File: src/rtl/div_pkg.sv
// ============================================================================
// Module      : div_pkg
// Description : Shared types and constants for the sequential divider.
// Revision    : 1.0 - initial release
// ============================================================================
`default_nettype none

package div_pkg;

    localparam int DEFAULT_DW = 8;

    typedef enum logic [1:0] {
        IDLE = 2'd0,
        CALC = 2'd1,
        FIX  = 2'd2,
        DONE = 2'd3
    } div_state_e;

    // Counter must hold 0 .. 2*DW
    function automatic int cnt_width(input int dw);
        return $clog2(2 * dw + 1);
    endfunction

    localparam int CNT_W = cnt_width(DEFAULT_DW);

endpackage

`default_nettype wire

File: src/rtl/seq_divider_if.sv
// ============================================================================
// Module      : seq_divider_if
// Description : Request/result handshake bundle for seq_divider.
// Revision    : 1.0 - initial release
// ============================================================================
`default_nettype none

interface seq_divider_if
    import div_pkg::*;
#(
    parameter int DW = DEFAULT_DW
) ();

    logic              in_valid;
    logic              in_ready;
    logic [2*DW-1:0]   N;
    logic              Nsigned;
    logic [DW-1:0]     D;
    logic              Dsigned;
    logic              out_valid;
    logic              out_ready;
    logic [2*DW:0]     Q;
    logic [DW:0]       R;
    logic              div_by_zero;

    modport master (
        output in_valid, N, Nsigned, D, Dsigned, out_ready,
        input  in_ready, out_valid, Q, R, div_by_zero
    );

    modport slave (
        input  in_valid, N, Nsigned, D, Dsigned, out_ready,
        output in_ready, out_valid, Q, R, div_by_zero
    );

endinterface

`default_nettype wire

File: src/rtl/div_step.sv
// ============================================================================
// Module      : div_step
// Description : One combinational restoring-division step on magnitudes.
// Revision    : 1.0 - initial release
// ============================================================================
`default_nettype none

module div_step
    import div_pkg::*;
#(
    parameter int DW = DEFAULT_DW
) (
    input  logic [DW:0]   i_rem,
    input  logic          i_bit,
    input  logic [DW-1:0] i_dmag,
    output logic [DW:0]   o_rem,
    output logic          o_qbit
);

    logic [DW+1:0] w_cat;
    logic [DW+1:0] w_diff;

    // i_rem < i_dmag always holds, so w_cat < 2^(DW+1) and the MSB of w_diff is the borrow
    always_comb begin
        w_cat  = {i_rem, i_bit};
        w_diff = w_cat - {2'b00, i_dmag};
        o_qbit = ~w_diff[DW+1];
        o_rem  = o_qbit ? w_diff[DW:0] : w_cat[DW:0];
    end

endmodule

`default_nettype wire

File: src/rtl/seq_divider.sv
// ============================================================================
// Module      : seq_divider
// Description : Restoring signed/unsigned 2*DW by DW divider, one bit per cycle.
//               Optional SEQDIV_BYPASS_EN short-cuts N == 0 and |D| == 1.
// Revision    : 1.0 - initial release
// ============================================================================
`default_nettype none

module seq_divider
    import div_pkg::*;
#(
    parameter int DW = DEFAULT_DW
) (
    input  logic         clk,
    input  logic         rst_n,
    seq_divider_if.slave bus
);

    localparam int c_NW = 2 * DW;
    localparam int c_CW = cnt_width(DW);

    localparam logic [1:0] c_IDLE = 2'(IDLE);
    localparam logic [1:0] c_CALC = 2'(CALC);
    localparam logic [1:0] c_FIX  = 2'(FIX);
    localparam logic [1:0] c_DONE = 2'(DONE);

    logic [1:0]      r_state;
    logic [c_CW-1:0] r_cnt;
    logic [c_NW-1:0] r_nq;
    logic [DW:0]     r_rem;
    logic [DW-1:0]   r_dmag;
    logic            r_q_neg;
    logic            r_r_neg;
    logic [c_NW:0]   r_q;
    logic [DW:0]     r_r;
    logic            r_dbz;
    logic            r_in_ready;

    logic            w_n_neg;
    logic            w_d_neg;
    logic [c_NW-1:0] w_n_mag;
    logic [DW-1:0]   w_d_mag;
    logic            w_accept;
    logic            w_bypass;
    logic [c_NW:0]   w_byp_q;
    logic [DW:0]     w_step_rem;
    logic            w_step_q;

    assign w_n_neg  = bus.Nsigned & bus.N[c_NW-1];
    assign w_d_neg  = bus.Dsigned & bus.D[DW-1];
    assign w_n_mag  = w_n_neg ? -bus.N : bus.N;
    assign w_d_mag  = w_d_neg ? -bus.D : bus.D;
    assign w_accept = r_in_ready & bus.in_valid;

`ifdef SEQDIV_BYPASS_EN
    logic [c_NW:0] w_n_ext;

    assign w_n_ext  = {w_n_neg, bus.N};
    assign w_bypass = (bus.N == '0) || (w_d_mag == DW'(1));
    // Negating a zero dividend is still zero, so one expression covers both trivial cases
    assign w_byp_q  = w_d_neg ? -w_n_ext : w_n_ext;
`else
    assign w_bypass = 1'b0;
    assign w_byp_q  = '0;
`endif

    div_step #(
        .DW (DW)
    ) u_step (
        .i_rem  (r_rem),
        .i_bit  (r_nq[c_NW-1]),
        .i_dmag (r_dmag),
        .o_rem  (w_step_rem),
        .o_qbit (w_step_q)
    );

    always_ff @(posedge clk or negedge rst_n) begin
        if (!rst_n) begin
            r_state    <= c_IDLE;
            r_cnt      <= '0;
            r_nq       <= '0;
            r_rem      <= '0;
            r_dmag     <= '0;
            r_q_neg    <= 1'b0;
            r_r_neg    <= 1'b0;
            r_q        <= '0;
            r_r        <= '0;
            r_dbz      <= 1'b0;
            r_in_ready <= 1'b0;
        end else begin
            case (r_state)
                c_IDLE: begin
                    if (w_accept) begin
                        r_in_ready <= 1'b0;
                        r_q_neg    <= w_n_neg ^ w_d_neg;
                        r_r_neg    <= w_n_neg;
                        r_nq       <= w_n_mag;
                        r_dmag     <= w_d_mag;
                        r_rem      <= '0;
                        r_cnt      <= '0;
                        if (bus.D == '0) begin
                            r_q     <= '1;
                            r_r     <= '0;
                            r_dbz   <= 1'b1;
                            r_state <= c_DONE;
                        end else if (w_bypass) begin
                            r_q     <= w_byp_q;
                            r_r     <= '0;
                            r_dbz   <= 1'b0;
                            r_state <= c_DONE;
                        end else begin
                            r_state <= c_CALC;
                        end
                    end else begin
                        r_in_ready <= 1'b1;
                    end
                end
                c_CALC: begin
                    // Quotient bits fill r_nq from the LSB as dividend bits leave the MSB
                    r_rem <= w_step_rem;
                    r_nq  <= {r_nq[c_NW-2:0], w_step_q};
                    r_cnt <= r_cnt + 1'b1;
                    if (r_cnt == c_CW'(c_NW - 1)) begin
                        r_state <= c_FIX;
                    end
                end
                c_FIX: begin
                    r_q     <= r_q_neg ? -{1'b0, r_nq} : {1'b0, r_nq};
                    r_r     <= r_r_neg ? -r_rem : r_rem;
                    r_dbz   <= 1'b0;
                    r_state <= c_DONE;
                end
                default: begin
                    if (bus.out_ready) begin
                        r_state    <= c_IDLE;
                        r_in_ready <= 1'b1;
                    end
                end
            endcase
        end
    end

    assign bus.in_ready    = r_in_ready;
    assign bus.out_valid   = (r_state == c_DONE);
    assign bus.Q           = r_q;
    assign bus.R           = r_r;
    assign bus.div_by_zero = r_dbz;

endmodule

`default_nettype wire

File: src/flat_wrapper.sv
// flat-port wrapper written by rule: the top's interface ports become plain ports
module seq_divider_flat import div_pkg::*;
#(
    parameter int DW = DEFAULT_DW
)
  (clk, rst_n, bus_in_valid, bus_N, bus_Nsigned, bus_D, bus_Dsigned, bus_out_ready, bus_in_ready, bus_out_valid, bus_Q, bus_R, bus_div_by_zero);
  seq_divider_if #(.DW(DW)) bus_i ();
  input  logic clk;
  input  logic rst_n;
  input wire logic [$bits(bus_i.in_valid)-1:0] bus_in_valid;
  input wire logic [$bits(bus_i.N)-1:0] bus_N;
  input wire logic [$bits(bus_i.Nsigned)-1:0] bus_Nsigned;
  input wire logic [$bits(bus_i.D)-1:0] bus_D;
  input wire logic [$bits(bus_i.Dsigned)-1:0] bus_Dsigned;
  input wire logic [$bits(bus_i.out_ready)-1:0] bus_out_ready;
  output wire logic [$bits(bus_i.in_ready)-1:0] bus_in_ready;
  output wire logic [$bits(bus_i.out_valid)-1:0] bus_out_valid;
  output wire logic [$bits(bus_i.Q)-1:0] bus_Q;
  output wire logic [$bits(bus_i.R)-1:0] bus_R;
  output wire logic [$bits(bus_i.div_by_zero)-1:0] bus_div_by_zero;
  assign bus_i.in_valid = bus_in_valid;
  assign bus_i.N = bus_N;
  assign bus_i.Nsigned = bus_Nsigned;
  assign bus_i.D = bus_D;
  assign bus_i.Dsigned = bus_Dsigned;
  assign bus_i.out_ready = bus_out_ready;
  assign bus_in_ready = bus_i.in_ready;
  assign bus_out_valid = bus_i.out_valid;
  assign bus_Q = bus_i.Q;
  assign bus_R = bus_i.R;
  assign bus_div_by_zero = bus_i.div_by_zero;
  seq_divider #(.DW(DW)) u_core (.clk(clk), .rst_n(rst_n), .bus(bus_i));
endmodule
File: config.mk
export PLATFORM = sky130hd
export DESIGN_NAME = seq_divider_flat
export DESIGN_NICKNAME = d
export VERILOG_FILES = /design/src/rtl/div_pkg.sv /design/src/rtl/seq_divider_if.sv /design/src/rtl/div_step.sv /design/src/rtl/seq_divider.sv /design/src/flat_wrapper.sv
export SDC_FILE = /design/constraint.sdc
export NUM_CORES = 1
export LEC_CHECK = 0
export CORE_ASPECT_RATIO = 0.8
export CORE_MARGIN = 2
export CORE_UTILIZATION = 56
export CTS_CLUSTER_DIAMETER = 100
export DETAILED_ROUTE_END_ITERATION = 8
export PLACE_DENSITY = 0.87
export SETUP_SLACK_MARGIN = 0.2
export SLEW_MARGIN = 10
export SYNTH_ARGS = -nofsm -noshare
export SYNTH_HDL_FRONTEND = slang
export SYNTH_SLANG_ARGS = --single-unit
File: constraint.sdc
create_clock -name clk -period 2.8 [get_ports clk]
set_clock_uncertainty 0.15 [all_clocks]
set_input_delay 0.56 -clock clk [delete_from_list [all_inputs] [get_ports clk]]
set_output_delay 0.56 -clock clk [all_outputs]
set_load 0.05 [all_outputs]
# After elaboration in Yosys (flattened, before gate mapping)
# Cells that the tools add are included.
# word_totals
output_inout_bits	29
reg_bits	70
# op_classes
addsub	6
reduce_logical	12
n_eq_ne	7
n_mux	28
n_bitwise	6
# op_table
operator	n
$mux 17	3
$mux 9	5
$pmux 9 s2	2
$pmux 17 s2	1
$mux 16	2
$pmux 16 s2	1
$neg 16->17	1
$neg 16->16	1
$pmux 5 s2	1
$sub 10x8->10	1
$neg 9->9	1
$logic_not 8->1	1
$mux 2	4
$mux 8	1
$neg 8->8	1
$ne 2x1->1 const B	3
$pmux 2 s3	1
$reduce_and 2->1	3
$reduce_and 3->1	2
$reduce_bool 2->1	3
$add 5x1->5 const B	1
$eq 5x4->1 const B	1
$mux 5	1
$eq 2x2->1 const B	2
other kinds (9)	16

# Logic depth before layout (Yosys ltp)
# logic_depth
ltp_word	4
depth_mapped	10
mapped_depth_nobuf	10

# Hierarchy
# A second synthesis with hierarchy kept.
# unflattened
hier_cells	497
area_unflattened_um2	4469.3
# modules_own_cells
module	instances	area_each_um2	cells_per_inst
seq_divider	1	3903.7	425
div_step	1	565.5	72

# Worst setup path before layout
# No wires, ideal clock.
# synth_timing
kind	reg2reg
from	reg u_core.r_nq[0]
to	reg u_core.r_q[14] (netlist: u_core.bus.Q[14])
arrival_time_ps	2218
synth_period_minus_slack_ps	2491
setup_ps	123
path_buffers	0
path_slack_ps	309
required_time_ps	2527
path_stages_with_launch	9
path_cell_list	dfrtp_1 inv_1 ha_1 or3b_1 or3_4 or4_4 o31ai_4 xor2_1 a21oi_1
# synth_via
elab_chain_len	3
# synth_lines
element	line_no	rtl
from (decl)	seq_divider.sv:29	logic [c_NW-1:0] r_nq;
from (signal assigned)	seq_divider.sv:97	r_nq <= w_n_mag;
from (signal assigned)	seq_divider.sv:121	r_nq <= {r_nq[c_NW-2:0], w_step_q};
$neg 16->17	seq_divider.sv:128	r_q <= r_q_neg ? -{1'b0, r_nq} : {1'b0, r_nq};
$mux 17	seq_divider.sv:128	
$pmux 17 s2	seq_divider.sv:91	case (r_state)
to (signal assigned)	seq_divider.sv:107	r_q <= w_byp_q;
to (signal assigned)	seq_divider.sv:128	
to (decl)	seq_divider.sv:34	logic [c_NW:0] r_q;
# No other way between the ends.
# A chain may end at the register's enable or synchronous reset.

# Worst setup path after layout
# layout_timing
from	reg u_core.r_nq[0]
to	reg u_core.r_q[15] (netlist: u_core.bus.Q[15])
# The elaborated chain is that of the path after synthesis.

==> impl_metrics.json <==
{
  "status": "complete, but fails checks",
  "hold_buffers": 0,
  "grt_overflow_total": 0,
  "ios": 59,
  "synthAdderAreaFrac_pct": 5.93,
  "drtIter0Drc": 405,
  "track_usage_pct": 27.2,
  "clockRootBuffer": "clkbuf_8",
  "whs_ns": -0.00959,
  "placeableCoreArea_sq_mm": 0.00746,
  "synthSimpleGateAreaFrac_pct": 15.9,
  "synth-async-reset-ratio_pct": 100,
  "slew_headroom_pct": 52.9,
  "end_kind": "flop",
  "rows": 28,
  "ir_drop_mv": 0.507,
  "syn2layout_area_growth_pct": 24.8,
  "setup_viol": 0,
  "syn_area_sq_mm": 0.00435,
  "synth_area_leaders": "dfrtp_1 (40%), xnor2_1 (5.6%), ha_1 (5.5%)",
  "leakage_nw": 2.37,
  "synth.avg_cell_area_sq_um": 8.95,
  "synthFlopType": "dfrtp_1",
  "finalSetupTns_ns": 0,
  "yosysSeqAreaShare_pct": 40.3,
  "synth-compound-area-share_pct": 20.4,
  "avgRoutedWirePerCell_um": 16.6,
  "cts_max_path_buffers": 2,
  "path_clk_slew_ns": 0.08,
  "hold_path_class": "in -> async",
  "critical_path_class": "reg -> reg",
  "rrSetupSlack_ns": 0.22,
  "gp_congestion": 0.874,
  "antenna_found_initial": 0,
  "syn-instance-count": 486,
  "worstSkewPairLatency_ns": 0.36,
  "path_max_fanout": 6,
  "grt_pass1_vias": 3869,
  "start_util_pct": 58.3,
  "hpwlAfterDp_um": 7810,
  "fmax_mhz": 388,
  "numClockSinks": 70,
  "synth.area.mux_share_pct": 2.99,
  "hold_viol_final": 13,
  "synth_edf_count": 0,
  "finalCritPeriodShare_pct": 92.1,
  "grt_start_max_net_pins": 27,
  "dp_cells": 649,
  "cts_tree": "built",
  "io_buffers": 58,
  "worstMarginPinSlew_ns": 0.702,
  "nets": 610,
  "start_kind": "flop",
  "synth_fp_nets": 536,
  "drt-total-wl_um": 11100,
  "cellPowerDensity_mw_per_mm2": 1300,
  "synth.distinct_cells": 56,
  "finalNonFillerCells": 670,
  "vias_per_cell": 5.87,
  "synth_top_area_cell": "dfrtp_1",
  "antenna_cells": 0,
  "cp.required_ns": 2.87,
  "maxSlewViolCount": 0,
  "cts_buffers": 9,
  "synthTopCellsByCount": "dfrtp_1 (70), nand2_1 (58), a21oi_1 (41)",
  "crit_arrival_ns": 2.65,
  "dieArea_sq_mm": 0.00849,
  "ant_nets": 0,
  "synth_warnings": 0,
  "vias": 3932,
  "grt_pass1_wl_um": 18400,
  "yosysTopAreaCellShare_pct": 40.3,
  "synth_top_family_by_area": "compound AO/OA/AOI/OAI gates",
  "violations": "hold timing",
  "die_y_um": 82.8,
  "post-route-min-period_ns": 2.58,
  "drive_gt1_share_pct": 11.3,
  "htreeDepth": 3,
  "rsz0062_at_grt": "yes",
  "drc_errors": 0,
  "synth_most_common_cell": "dfrtp_1",
  "die_w_um": 103,
  "synth-seq-cells": 70,
  "max_cap_violations": 0,
  "synth-xor-area-share_pct": 9.70,
  "dr.pass1.iters": 5
}
## layout by cell type, fill, tap and decap left out, drive strengths merged, types with 3 or more instances in the layout
cell type / instances
a21o: 3
nor3: 7
clkdlybuf4s50: 57
o21ai: 41
nand3: 12
or4: 5
mux2i: 13
nor2: 37
xor2: 17
or3: 12
o31ai: 9
nand2: 58
and3: 3
dfrtp: 70
clkbuf: 11
inv: 29
buf: 26
a21oi: 41
ha: 19
a31oi: 11
o22ai: 5
xnor2: 29
a211oi: 3
a22o: 10
## stage by stage
stage	hold WS, ns	worst slack [ns]	utilization (%)	cell area [sq um]	power [mW]
floorplan	0.114	0.309	-	4350	4.74
global placement	0.302	0.0665	69.0	5150	5.71
detailed placement	0.311	0.0154	69.0	5150	5.89
CTS	0.00796	0.189	71.9	5370	6.83
global route	0.0305	0.113	72.7	5430	7.52
finish	-0.00959	0.222	72.7	5430	7.04
## state kept, by name, summed over array words and instances (netlist names)
name / cells
u_core.bus.Q: 17
u_core.bus.R: 9
u_core.bus.div_by_zero: 1
u_core.bus.in_ready: 1
u_core.r_cnt: 5
u_core.r_dmag: 8
u_core.r_nq: 16
u_core.r_q_neg: 1
u_core.r_r_neg: 1
u_core.r_rem: 9
u_core.r_state: 2
## layer usage
layer	part of all wire (%)	vias up	GRT usage (%)
li1	-	1877	-
met1	44	1866	37.6
met2	47	172	42.2
met3	7.8	17	6.57
met4	1.6	0	8.48
met5	0	-	0
## kinds of logic (layout without fill, tap and decap cells)
kind of cell / after synthesis / in the layout
mux: 13 / 13
flops: 70 / 70
fa+ha+maj: 20 / 20
xor+xnor: 46 / 46
buf+inv: 49 / 128
simple gates: 147 / 147
compound gates: 141 / 141
## power breakdown
group / switching, mW / total [mW] / internal (mW)
Sequential: 0.482 / 1.92 / 1.44
Clock: 0.414 / 0.850 / 0.436
Combinational: 2.52 / 4.27 / 1.75
## path summary, 6_finish.rpt
kind | startpoint | to | cells after the start
worst max-delay path | u_core.r_nq[0] | u_core.bus.Q[15] | 6
worst min-delay path | rst_n | u_core.r_dmag[7] | 1
worst max register to register | u_core.r_nq[0] | u_core.bus.Q[15] | 6
worst min register to register | u_core.bus.R[0] | u_core.bus.R[0] | 2
max in group asynchronous | rst_n | u_core.r_nq[15] | 2
min in group clk | u_core.bus.R[0] | u_core.bus.R[0] | 2
## final cells by class
cell class              instances  area, sq um
clock buffers                  11          141
clock inverters                 5         58.8
fillers                       533         2030
inverters                      29          109
multi-input cells             367         2430
flip-flops and latches         70         1750
well taps                     105          131
repair buffers                 83          801
## critical path, stage by stage, from the launching register on
cell and delay (ns):
dfrtp_1 0.40, buf_4 0.14, or4_2 0.65, o21ai_1 0.40, nand3_1 0.23, xnor2_1 0.34
a31oi_1 0.13
## what timing repair did
item / 4_1_cts / 5_1_grt
gates resized for setup: 3 / 11
pin swaps: 0 / 4
buffers inserted: 2 / 3
endpoints found under the setup margin: 10 / 13
Power figures use the tool's default switching activity.
